File: config.mk
export PLATFORM = sky130hd
export DESIGN_NAME = aes_bcd_block_loader
export DESIGN_NICKNAME = d
export VERILOG_FILES = /design/src/rtl/aes_bcd_block_loader.sv
export SDC_FILE = /design/constraint.sdc
export NUM_CORES = 1
export LEC_CHECK = 0
export CAP_MARGIN = 20
export CORE_MARGIN = 3
export CORE_UTILIZATION = 47
export CTS_CLUSTER_SIZE = 12
export DETAILED_ROUTE_END_ITERATION = 16
export PLACE_DENSITY = 0.86
export SLEW_MARGIN = 0
export SYNTH_ARGS = -nofsm -noshare
export SYNTH_HDL_FRONTEND = slang
export SYNTH_SLANG_ARGS = --single-unit
export TNS_END_PERCENT = 5
File: constraint.sdc
create_clock -name clk -period 2.1 [get_ports clk]
set_input_delay 0.21 -clock clk [delete_from_list [all_inputs] [get_ports clk]]
set_output_delay 0.21 -clock clk [all_outputs]
set_load 0.02 [all_outputs]
File: src/rtl/aes_bcd_block_loader.sv
// Converts 3-digit BCD bytes to binary (sequential reverse double-dabble) and packs them MSB-first into an AES block.
// Optional macro AES_LOADER_RANGE_CHECK_EN: reject digits > 9 or values > 255 at accept and pulse err.
module aes_bcd_block_loader #(
   parameter int BYTES = 16,
   parameter int ITER  = 8
) (
   input  logic               clk,
   input  logic               reset_n,
   input  logic [11:0]        bcd_in,
   input  logic               bcd_valid,
   output logic               bcd_ready,
   input  logic               flush,
   output logic [8*BYTES-1:0] block_out,
   output logic               block_valid,
   input  logic               block_ready,
   output logic [4:0]         byte_count,
   output logic               err,
   output logic [1:0]         state_dbg
);

   localparam int IW = $clog2(ITER + 1);

   typedef enum logic [1:0] {IDLE = 2'd0, CONV = 2'd1, FULL = 2'd2} state_t;

   state_t         state, state_nxt;
   logic [19:0]    work, work_step;
   logic [IW-1:0]  iter;
   logic           accept, reject, take, last_iter, last_byte;

   // Handshake: a byte transfers on a rising edge where bcd_valid && bcd_ready.
   // The block transfers on a rising edge where block_valid && block_ready.
   assign bcd_ready   = (state == IDLE) && !flush;
   assign block_valid = (state == FULL);
   assign state_dbg   = state;
   assign accept      = bcd_valid && bcd_ready;
   assign take        = accept && !reject;
   assign last_iter   = (iter == IW'(ITER - 1));
   assign last_byte   = (byte_count == 5'(BYTES - 1));

`ifdef AES_LOADER_RANGE_CHECK_EN
   logic [3:0] d_h, d_t, d_o;
   logic       err_q;
   assign d_h = bcd_in[11:8];
   assign d_t = bcd_in[7:4];
   assign d_o = bcd_in[3:0];
   assign reject = (d_h > 4'd9) || (d_t > 4'd9) || (d_o > 4'd9) || (d_h > 4'd2) ||
                   ((d_h == 4'd2) && ((d_t > 4'd5) || ((d_t == 4'd5) && (d_o > 4'd5))));
   assign err = err_q;

   always_ff @(posedge clk or negedge reset_n) begin
      if (!reset_n) err_q <= 1'b0;
      else          err_q <= accept && reject;
   end
`else
   assign reject = 1'b0;
   assign err    = 1'b0;
`endif

   // One reverse double-dabble step: shift right, then correct each BCD digit >= 8.
   always_comb begin
      work_step = work >> 1;
      for (int d = 0; d < 3; d++) begin
         if (work_step[8+4*d +: 4] >= 4'd8)
            work_step[8+4*d +: 4] = work_step[8+4*d +: 4] - 4'd3;
      end
   end

   always_ff @(posedge clk or negedge reset_n) begin
      if (!reset_n) state <= IDLE;
      else          state <= state_nxt;
   end

   always_comb begin
      state_nxt = state;
      case (state)
         IDLE:    if (take) state_nxt = CONV;
         CONV:    if (last_iter) state_nxt = last_byte ? FULL : IDLE;
         FULL:    if (block_ready || flush) state_nxt = IDLE;
         default: state_nxt = IDLE;
      endcase
   end

   always_ff @(posedge clk or negedge reset_n) begin
      if (!reset_n) begin
         work       <= '0;
         iter       <= '0;
         block_out  <= '0;
         byte_count <= '0;
      end else begin
         case (state)
            IDLE: begin
               if (flush) begin
                  byte_count <= '0;
                  block_out  <= '0;
               end else if (take) begin
                  work <= {bcd_in, 8'h00};
                  iter <= '0;
               end
            end
            CONV: begin
               work <= work_step;
               iter <= iter + IW'(1);
               if (last_iter) begin
                  block_out  <= {block_out[8*BYTES-9:0], work_step[7:0]};
                  byte_count <= byte_count + 5'd1;
               end
            end
            FULL: begin
               // block_out is left as-is; it is overwritten byte by byte as the next block arrives.
               if (block_ready || flush) byte_count <= '0;
            end
            default: ;
         endcase
      end
   end

endmodule

==> summary.txt <==
Clocking
  – Largest buffer count on any clock path: 2
  – Register clock-pin slew on the reported worst setup and hold paths: 0.06 ns
  – Root buffer selected by CTS: sky130_fd_sc_hd__clkbuf_16
  – CTS tree: done
  – Cts bufs inserted: 17
  – Number of H-tree branching levels: 4
  – Clk sinks: 158
  – Clock network latency to the later pin of the worst-skew pair: 0.42 ns

Pwr
  – Worst vdd ir: 0.897 mV
  – Leakage power: 3.88 nW
  – Pwr Density: 1000 nW/µm²
  – Switching Fraction: 0.310
  – Share of total power in combinational logic: 0.230
  – Total Power Consumption: 8.97 mW
  – Sequential group share of total power: 0.416
  – Sw power: 2.78 mW
  – Clock network power share: 0.354
  – Internal cell power: 6.19 mW

Finish
  – Highest-count cells in the layout ignoring fill and taps: sky130_fd_sc_hd__nand2_1 (268), sky130_fd_sc_hd__dfrtp_1 (156), sky130_fd_sc_hd__clkdlybuf4s50_1 (152)
  – Number of nets in the layout: 861
  – End-of-flow core utilization: 0.662
  – Synth-to-Final Area Change: 34.6%
  – Most common cell after layout, fill and taps aside: sky130_fd_sc_hd__nand2_1
  – Fraction of final layout cells sized beyond drive strength 1: 0.0682
  – # diodes: 0
  – Fill cell count: 1046

Route
  – Avg Vias per Cell: 5.15
  – First DRT Iteration DRCs: 401
  – First-pass iteration count of the detailed router: 5
  – Number of antenna-violating nets in the routed design: 0
  – Routed wire length: 15.7 mm
  – Vias after detailed routing: 5284
  – Avg WL per Cell: 15.3 µm
  – Residual DRC: 0

Placed design
  – Pre-CTS setup slack: 0.345 ns
  – Post-DP HPWL: 10.8 mm
  – Count of port buffers added during placement: 153
  – Weighted congestion reported at the end of routability-driven placement: 0.836

Floorplan
  – Die ar.: 15600 µm²
  – # rows: 42
  – Initial core utilization: 0.492
  – Number of primary I/O pins: 155
  – Height of the die: 125 µm
  – Die W: 125 µm
  – Area of the core region: 13500 µm²

Timing
  – Total Neg Setup Slack: 0 ns
  – Maximum clock frequency: 509 MHz
  – Pin slew with the least headroom to its limit: 0.522 ns
  – Setup ws final: 0.134 ns
  – Share of the clock period used by the worst path after layout: 0.936
  – Unrepaired setup endpoints after global routing: no
  – Relative max-transition margin: 0.652
  – Post-route clock skew: 0.00801 ns
  – Setup violation total in the final timing report: 0
  – Final worst hold slack: 0.311 ns
  – Final period demand of the worst path: 1.97 ns
  – Final Slew Violations: 0
  – Number of endpoints with negative hold slack in the final report: 0

Global routing
  – Wire length of the first global-routing pass: 26.0 mm
  – Sum of overflow across all layers after global routing: 0
  – Maximum number of pins on one net before global-route repair: 93
  – Vias in the first global route: 5156
  – Total GRT Usage: 0.206
  – Initial antenna violation count: 0

Worst setup path
  – Crit-path max FO: 13
  – CP Data Required Time: 1.89 ns
  – Classification of the worst setup path: reg -> out
  – CP arrival: 1.76 ns
  – Kind of end point of the critical path: output pin
  – Sort of element at the start of the critical path: flip-flop

Min path
  – Hold Path Class: in -> async

Logic synthesis
  – Cells after synthesis: 698
  – Fraction of the yosys area taken by sequential cells: 0.595
  – Biggest area contributors in the synthesized netlist: sky130_fd_sc_hd__dfrtp_1 (60%), sky130_fd_sc_hd__nand2_1 (15%), sky130_fd_sc_hd__o21ai_1 (6.9%)
  – Flip-flop and latch count after synthesis: 158
  – Area share of the leading cell type in the synthesized netlist: 0.595
  – Unique masters post-synth: 38
  – Mean instance size in the synthesized netlist: 9.52 µm²
  – Mapped Nets: 722
  – Netlist area before placement: 6640 µm²
  – Cell type with the largest total area after synthesis: sky130_fd_sc_hd__dfrtp_1
  – Syn. warnings: 0

Run
  – Count of maximum capacitance violations: 0

Run status
  – Outcome: finished clean
## critical path: stages, from the launching register on
cell and delay [ns]:
sky130_fd_sc_hd__dfrtp_2 0.51, sky130_fd_sc_hd__nor3_1 0.21, sky130_fd_sc_hd__clkdlybuf4s50_1 0.62
## cell type report
cell class,instances,area (µm²),share of cell area
timing repair buffer,170,1790,0.200
inverter,8,30.0,0.00336
tap,176,220,0.0246
sequential,158,3960,0.442
multi-input combinational,482,2330,0.260
clock inverter,10,135,0.0151
clock buffer,22,484,0.0541
## flip-flops by register name, indices dropped and copies added, names as in the netlist
signal	cells
iter	4
byte_count	5
state_dbg	2
block_out	128
work	19
## logic make-up after synthesis
group,Yosys count,share of synthesized area
AOI/OAI and AO/OA,174,0.146
xor gates and xnor gates,5,0.00659
adders and majority gates,7,0.0132
buffers and inverters,58,0.0554
DFF,158,0.595
muxes,5,0.00753
other,1,0.000565
and+or+nand+nor,290,0.176
## cell usage after synthesis (all sizes together)
cell,number
dfrtp,158
nand3,2
nand2b,3
mux2i,5
clkbuf,12
xnor2,3
a21bo,1
nor2b,3
ha,7
a211oi,1
a21oi,5
a22o,11
inv,8
nor3,3
a311oi,1
and3,1
o21ai,140
conb,1
nor4,1
a2111oi,1
a21o,6
a31oi,1
nor2,7
nand2,269
buf,38
nand3b,1
xor2,2
o221ai,5
o22ai,2
## stage by stage
step	cells	area, µm²
floorplan	698	6640
global placement	993	8310
detailed placement	993	8310
CTS	1026	8940
global route	1026	8940
finish	1026	8940
## layer usage
metal,vias to the layer above,global-route usage,part of all wire
met3,28,0.0485,0.062
met4,0,0.0823,0.020
li1,2574,-,-
met5,-,0,0
met2,162,0.320,0.47
met1,2520,0.280,0.45
## power by group through the flow
stage               Sequential, mW  Combinational [mW]  Clock [mW]
CTS                           3.73                2.08        3.24
global placement              3.76                2.01           0
global route                  3.78                2.30        3.36
finish                        3.73                2.06        3.18
detailed placement            3.77                2.07           0
floorplan                     3.80                1.36           0
## timing repair
action / CTS / global route
hold buffers: 1 / 0
endpoints found under the hold margin: 51 / 0
resized for setup: 0 / 2
buffers inserted: 0 / 0
setup endpoints to repair: 0 / 2
## path summary, 6_finish.rpt
kind	start	to	slack [ns]	cells past startpoint
min	reset_n	block_out[80]$_DFFE_PN0P_	0.31	2
min in group clk	bcd_in[7]	work[15]$_DFFE_PN0P_	0.38	2
max	state_dbg[0]$_DFFE_PN0P_	bcd_ready	0.13	2
max in group asynchronous	reset_n	block_out[117]$_DFFE_PN0P_	1.15	3
max reg2reg	iter[1]$_DFFE_PN0P_	block_out[52]$_DFFE_PN0P_	0.36	6
min reg2reg	work[17]$_DFFE_PN0P_	work[17]$_DFFE_PN0P_	0.49	2
Power figures use the tool's default switching activity.
